--- config.mk ---
export PLATFORM = sky130hd
export DESIGN_NAME = read_ram_addr_gen
export DESIGN_NICKNAME = d
export VERILOG_FILES = /design/src/rtl/read_ram_addr_gen.sv
export SDC_FILE = /design/constraint.sdc
export NUM_CORES = 1
export LEC_CHECK = 0
export BUFFER_PORTS_ARGS = -buffer_cell sky130_fd_sc_hd__buf_2
export CORE_ASPECT_RATIO = 0.75
export CORE_MARGIN = 5
export CORE_UTILIZATION = 59
export DETAILED_ROUTE_END_ITERATION = 10
export PLACE_DENSITY = 0.9
export SYNTH_ARGS = -nofsm -noshare
export SYNTH_HDL_FRONTEND = slang
export SYNTH_SLANG_ARGS = --single-unit
export TNS_END_PERCENT = 1
--- constraint.sdc ---
create_clock -name sclk -period 4 [get_ports sclk]
set_clock_uncertainty 0.2 [all_clocks]
set_input_delay 0.2 -clock sclk [delete_from_list [all_inputs] [get_ports sclk]]
set_output_delay 0.2 -clock sclk [all_outputs]
set_load 0.05 [all_outputs]
--- src/rtl/read_ram_addr_gen.sv ---
// ============================================================================
// Module   : read_ram_addr_gen
// Brief    : Walks RAM addresses after a start pulse and streams each byte to
//            a UART transmitter over a txStart/txBusy handshake.
//            Optional trailing checksum byte: define READ_CHECKSUM_EN.
// Revision : 1.0 - initial release
// ============================================================================
`default_nettype none

module read_ram_addr_gen #(
    parameter int                ADDR_W    = 8,
    parameter int                DATA_W    = 8,
    parameter int                RAM_LAT   = 1,
    parameter logic [ADDR_W-1:0] BASE_ADDR = '0
) (
    input  logic              sclk,
    input  logic              srst_n,
    input  logic              enable,
    input  logic              start,
    input  logic [ADDR_W-1:0] dataLength,
    output logic [ADDR_W-1:0] ramAddress,
    input  logic [DATA_W-1:0] ramData,
    output logic [DATA_W-1:0] txData,
    output logic              txStart,
    input  logic              txBusy,
    output logic              finishFlag
);

    localparam int              LAT_W    = (RAM_LAT > 1) ? $clog2(RAM_LAT) : 1;
    localparam logic [LAT_W-1:0] LAT_LAST = LAT_W'(RAM_LAT - 1);

    typedef enum logic [2:0] {
        IDLE      = 3'd0,
        WAIT_RAM  = 3'd1,
        WAIT_BUSY = 3'd2,
        WAIT_IDLE = 3'd3,
`ifdef READ_CHECKSUM_EN
        CKSUM     = 3'd5,
`endif
        DONE      = 3'd4
    } state_t;

    state_t            state_q;
    logic [ADDR_W-1:0] addr_q;
    logic [ADDR_W-1:0] index_q;
    logic [ADDR_W-1:0] len_q;
    logic [LAT_W-1:0]  lat_q;
    logic [DATA_W-1:0] tx_data_q;
    logic              tx_start_q;
    logic              finish_q;
`ifdef READ_CHECKSUM_EN
    logic [DATA_W-1:0] sum_q;
    logic              cksum_sent_q;
`endif

    assign ramAddress = addr_q;
    assign txData     = tx_data_q;
    assign txStart    = tx_start_q;
    assign finishFlag = finish_q;

    always_ff @(posedge sclk or negedge srst_n) begin
        if (!srst_n) begin
            state_q      <= IDLE;
            addr_q       <= BASE_ADDR;
            index_q      <= '0;
            len_q        <= '0;
            lat_q        <= '0;
            tx_data_q    <= '0;
            tx_start_q   <= 1'b0;
            finish_q     <= 1'b0;
`ifdef READ_CHECKSUM_EN
            sum_q        <= '0;
            cksum_sent_q <= 1'b0;
`endif
        end else begin
            // txStart is a single-cycle request; only the load edges raise it
            tx_start_q <= 1'b0;
            if (!enable) begin
                state_q  <= IDLE;
                finish_q <= 1'b0;
                addr_q   <= BASE_ADDR;
                index_q  <= '0;
                lat_q    <= '0;
            end else begin
                case (state_q)
                    IDLE, DONE: begin
                        if (start) begin
                            len_q    <= dataLength;
                            index_q  <= '0;
                            addr_q   <= BASE_ADDR;
                            lat_q    <= '0;
                            finish_q <= 1'b0;
`ifdef READ_CHECKSUM_EN
                            sum_q        <= '0;
                            cksum_sent_q <= 1'b0;
                            if (dataLength == '0) begin
                                state_q <= CKSUM;
                            end else begin
                                state_q <= WAIT_RAM;
                            end
`else
                            if (dataLength == '0) begin
                                state_q  <= DONE;
                                finish_q <= 1'b1;
                            end else begin
                                state_q <= WAIT_RAM;
                            end
`endif
                        end
                    end

                    WAIT_RAM: begin
                        if (lat_q == LAT_LAST) begin
                            lat_q      <= '0;
                            tx_data_q  <= ramData;
                            tx_start_q <= 1'b1;
`ifdef READ_CHECKSUM_EN
                            sum_q      <= sum_q + ramData;
`endif
                            state_q    <= WAIT_BUSY;
                        end else begin
                            lat_q <= lat_q + 1'b1;
                        end
                    end

                    WAIT_BUSY: begin
                        if (txBusy) begin
                            state_q <= WAIT_IDLE;
                        end
                    end

                    WAIT_IDLE: begin
                        if (!txBusy) begin
`ifdef READ_CHECKSUM_EN
                            if (cksum_sent_q) begin
                                state_q  <= DONE;
                                finish_q <= 1'b1;
                            end else if (index_q == len_q - 1'b1) begin
                                state_q <= CKSUM;
                            end else begin
                                index_q <= index_q + 1'b1;
                                addr_q  <= addr_q + 1'b1;
                                state_q <= WAIT_RAM;
                            end
`else
                            if (index_q == len_q - 1'b1) begin
                                state_q  <= DONE;
                                finish_q <= 1'b1;
                            end else begin
                                index_q <= index_q + 1'b1;
                                addr_q  <= addr_q + 1'b1;
                                state_q <= WAIT_RAM;
                            end
`endif
                        end
                    end

`ifdef READ_CHECKSUM_EN
                    // Checksum byte reuses the data handshake; the address stays put
                    CKSUM: begin
                        tx_data_q    <= sum_q;
                        tx_start_q   <= 1'b1;
                        cksum_sent_q <= 1'b1;
                        state_q      <= WAIT_BUSY;
                    end
`endif

                    default: begin
                        state_q <= IDLE;
                    end
                endcase
            end
        end
    end

endmodule

`default_nettype wire
======== Yosys cells after proc, flatten, opt, wreduce, memory -nomap -nowiden ========
Index checks and enable logic that the tools add are counted.
cells by class
  bitwise gates (word level) .............. 1
  muxes and demuxes ....................... 30
  $add $sub $neg .......................... 4
  reduce and logical (&&, ||, !) cells .... 9
  equal/unequal tests ..................... 13
operator list
  operator             number
  $mux 8               7
  $pmux 8 s2           2
  $mux 3               7
  $ne 3x3->1 const B   6
  $add 8x1->8 const B  2
  $pmux 3 s4           1
  $reduce_and 4->1     3
  $mux 1               11
  $eq 8x8->1           1
  $logic_not 8->1      1
  $sub 8x1->8 const B  1
  $eq 3x2->1 const B   2
  $ne 3x1->1 const B   2
  $reduce_and 3->1     2
  $pmux 1 s2           2
  $eq 3x1->1 const B   1
  $eq 3x3->1 const B   1
  $logic_not 3->1      1
  $reduce_and 2->1     1
  $reduce_or 2->1      1
  $add 1x1->1 const B  1
  $not 1->1            1
word-level totals
  bits of input ports ..................... 21
  logic and storage cells ................. 65
  output and inout bits ................... 18
  bits in registers ....................... 38

======== Depth between registers and ports, before layout ========
  depth in word-level cells ............... 6
  depth in mapped cells ................... 9
  depth with buffers taken out ............ 8

======== Worst setup path before layout ========
OpenSTA, ideal clock, no wires.
  kind .................................... reg2reg
  start point ............................. register len_q[0]
  end point ............................... register addr_q[4], in the netlist ramAddress[4]
  arrival time ............................ 2.243 ns
  period minus slack after synthesis ...... 2.567 ns
  setup slack ............................. 1.433 ns
  path buffers ............................ 1
  setup time .............................. 0.124 ns
  data required time ...................... 3.676 ns
  stages on the path, launching flop included .. 8
  cell sequence ........................... dfrtp_1 -> or4_4 -> or4b_4 -> a21oi_2 -> o41a_4 -> buf_6 -> nor4_1 -> a211o_1
between the ends
  word-level cells in the longest chain between the ends .. 4
RTL lines
  element                            line  text
  from (decl)                        46    logic [ADDR_W-1:0] len_q;
  from (signal assigned)             88    len_q <= dataLength;
  $sub 8x1->8                        146   if (index_q == len_q - 1'b1) begin
  $eq 8x8->1                         146
  $ne 3x3->1 (no source line)        n/a
  $reduce_and 4->1 (no source line)  n/a
  to (signal assigned)               151   addr_q <= addr_q + 1'b1;
  to (decl)                          44    logic [ADDR_W-1:0] addr_q;
No other way between the ends.
A chain may end at the register's enable or synchronous reset.

======== Worst setup path in the final report ========
  start point ............................. register len_q[0]
  end point ............................... register index_q[2]
between the ends
  word-level cells in the longest chain between the ends .. 4
RTL lines
  element                            line  text
  $sub 8x1->8                        146
  $eq 8x8->1                         146
  $ne 3x3->1 (no source line)        n/a
  $reduce_and 4->1 (no source line)  n/a
  to (signal assigned)               150   index_q <= index_q + 1'b1;
  to (decl)                          45    logic [ADDR_W-1:0] index_q;
No other way between the ends.

==> metrics <==
crit path max fanout=13; Area growth, synth to finish=21.8%; Placed Area=2330 um^2; setup TNS=0 ps; RSZ-0062 raised after global routing=false; Yosys warnings=0; antenna cells=0; ys async rst share=100%; number of global-route vias before repair=1871; Longest Clk Path Bufs=2; wl on met1=2390 um; Register Area=a little over 900 um^2; Wirelength per Cell=roughly 19 um; fmax=around 0.35 GHz; P_leak=~0.0012 uW; clock share of power=17.9%; top cell type's share of synthesized area=a little over two fifths; CP required=3970 ps; # fillers=~210; Worst-path clk slew=80 ps; setup slack at placement=1210 ps; # rows=18; Cell Pwr Density=between 500 and 600 nW/um^2; CTS tree=yes; grt ovf=0; Final Cycle Share=a little under three quarters; Switching Share=43.4%; Max transition margin=15.4%; vias per cell=roughly 6.5; register area share after synthesis=43.5%; metal2 WL=2750 um; dominant cell type by area after synthesis=dfrtp_1; Crit path arrival time=~2800 ps; Final Hold Viols=0; outcome=complete, no violations; area of the multi-input gates=1140 um^2; nets=279; critical path class=flop to flop; I/O pins=39; initial antenna violation count=0; GP Congestion=0.917; Startpoint Class=flop; EDFF count, synth=0; worst hold path class=input pin to flop; DR vias=1926; post-route ant nets=0; net count after synthesis=226; Routed WL=5550 um; DRC errors left=0; die area=4930 um^2; Max VDD drop=545 uV; Main synth FF type=dfrtp_1; Clock Tree Root=clkbuf_8; Tot GR Track Use=24.5%; WHS Endpoint=state_q[2]; worst hold stages=3; Seq pwr share=38.8%; Worst-Skew Late Latency=290 ps; Worst Tran Pin Value=1270 ps; Mapped Area=2130 um^2; # setup viols final=0; Routed met3 length=320 um; ratio of cells with drive above 1 in the final layout=about 28%; internal power=roughly 850 uW; initial core utilization=63.1%; ranking of synthesized cells by area=dfrtp_1, mux2_2, nand3_1; CTS H-tree depth=2; Post-CTS Setup Bufs=0; R2R setup slack=1170 ps; Synth Instances=between 200 and 250; Hold Crit Start=start; largest net degree at the start of global routing=38; Unique masters post-synth=53; final max-slew violation count=0; router iterations before antenna repair=4; setup ws final=1170 ps; post-route cell area=2590 um^2; Die Wd=79.4 um; Yosys reg bits=37; detailed placement HPWL=3470 um; Avg Inst Size Synth=10.5 um^2; Core ar.=3380 um^2; max layer used=met4; Starting DRT DRC Count=~120; Critical Path Sink Type=flop; CTS Buf Count=5; Die H=~62 um; NetSw=651 uW; I/O Buffers=38; max-cap violation count=0; worst r2r src=len_q[0]; Worst Reg-to-Reg Cells=7; reg2reg end=index_q[2]; first-pass GRT wire length=9110 um; Logic pwr share=43.4%; Final min period=2830 ps; clock sink count=37
==> registers in the layout (all words and copies together), names as in the netlist <==
name and cells:
txData 8, txStart 1, state_q 3, len_q 8, ramAddress 8, index_q 8
finishFlag 1
==> what timing repair did <==
action,4_1_cts,5_1_grt
hold buffers,18,0
gates resized for setup,0,0
hold endpoints to repair,54,0
==> placed cells by master, fill, tap and decap left out, types with 2 or more instances in the layout <==
cell type / synthesis / final
o21ai_0: 3 / 3
a21oi_1: 7 / 7
ha_1: 3 / 3
mux2_2: 14 / 14
a22o_1: 4 / 4
dlygate4sd3_1: 0 / 18
buf_4: 0 / 2
nand3_1: 12 / 12
nand4_1: 2 / 2
mux2i_1: 2 / 2
nor2_1: 13 / 13
o211a_1: 4 / 4
inv_1: 3 / 3
nor4_1: 6 / 6
o311ai_1: 4 / 4
a32oi_1: 2 / 2
a211o_1: 6 / 6
clkbuf_8: 0 / 6
a31o_2: 2 / 2
buf_2: 1 / 38
nor3_1: 6 / 6
xnor2_1: 6 / 6
nor4b_1: 3 / 3
nand2b_1: 6 / 6
dfrtp_1: 37 / 37
and3_1: 3 / 3
or4_1: 2 / 2
nand2_1: 15 / 15
==> power groups by stage <==
| stage | Clock, uW | Combinational (uW) | Sequential (uW) |
|---|---|---|---|
| 2_1_floorplan | 0 | 329 | 722 |
| 3_3_place_gp | 0 | 602 | 566 |
| 3_5_place_dp | 0 | 619 | 578 |
| 4_1_cts | 269 | 636 | 573 |
| 5_1_grt | 282 | 684 | 595 |
| 6_report | 268 | 650 | 581 |
==> worst max-delay path, stage by stage (launching register included) <==
cell     delay, ps
dfrtp_1        450
or4_4          570
or4b_4         530
a21oi_2        190
o41ai_2        110
buf_4          200
and4_1         200
a211o_1        270
==> per-layer routing <==
| metal | GRT usage (%) | vias to the layer above |
|---|---|---|
| li1 | - | 879 |
| met3 | 3.60 | 11 |
| met2 | 42.4 | 89 |
| met1 | 32.0 | 947 |
| met4 | 9.56 | 0 |
| met5 | 0 | - |
==> cell families after synthesis <==
group | after synthesis | synth area share, %
xor+xnor | 8 | 3.93
mux | 16 | 8.34
buf+inv | 15 | 3.23
fa+ha+maj | 3 | 1.76
compound gates | 46 | 19.3
simple gates | 77 | 20.0
flops | 37 | 43.5
==> layout make-up <==
cell class                 instances  share of cell area [%]
multi-input combinational        150                    43.8
timing repair buffer              58                    14.9
sequential                        37                    35.7
clock buffer                       7                    3.33
inverter                           3                   0.434
tap                               40                    1.93
==> metrics by stage <==
step | cells | hold WS [ps] | util (%) | total power [uW]
2_1_floorplan | 202 | -296 | - | 1050
3_3_place_gp | 270 | 136 | 68.9 | 1170
3_5_place_dp | 270 | 140 | 68.9 | 1200
4_1_cts | 295 | 46.6 | 76.8 | 1480
5_1_grt | 295 | 104 | 76.8 | 1560
6_report | 295 | 65.3 | 76.8 | 1500
==> synth_stat cells (all sizes together), types with 2 or more instances <==
| library cell | instances |
|---|---|
| ha | 3 |
| nand2 | 15 |
| a32oi | 2 |
| nand4 | 2 |
| nor2 | 13 |
| o21ai | 4 |
| or4b | 2 |
| nand3 | 12 |
| a22o | 4 |
| buf | 2 |
| nor4 | 6 |
| xnor2 | 6 |
| a211o | 6 |
| mux2 | 14 |
| a31o | 3 |
| and3 | 3 |
| nor3 | 6 |
| or4 | 3 |
| o311ai | 4 |
| dfrtp | 37 |
| clkbuf | 10 |
| nand2b | 6 |
| o211a | 4 |
| a2111oi | 2 |
| inv | 3 |
| nor4b | 3 |
| a21oi | 8 |
| mux2i | 2 |
==> worst max-delay path by stage <==
stage	startpoint	endpoint	slack [ps]	cells after the start
after floorplan	len_q[0]	ramAddress[4]	1430	7
after global placement	len_q[0]	index_q[2]	1300	7
after detailed placement	len_q[0]	index_q[2]	1210	7
after CTS	len_q[0]	index_q[2]	1190	7
after global routing	len_q[0]	index_q[2]	1080	9
final	len_q[0]	index_q[2]	1170	7
Note: power is estimated with default switching activity, not from simulation.
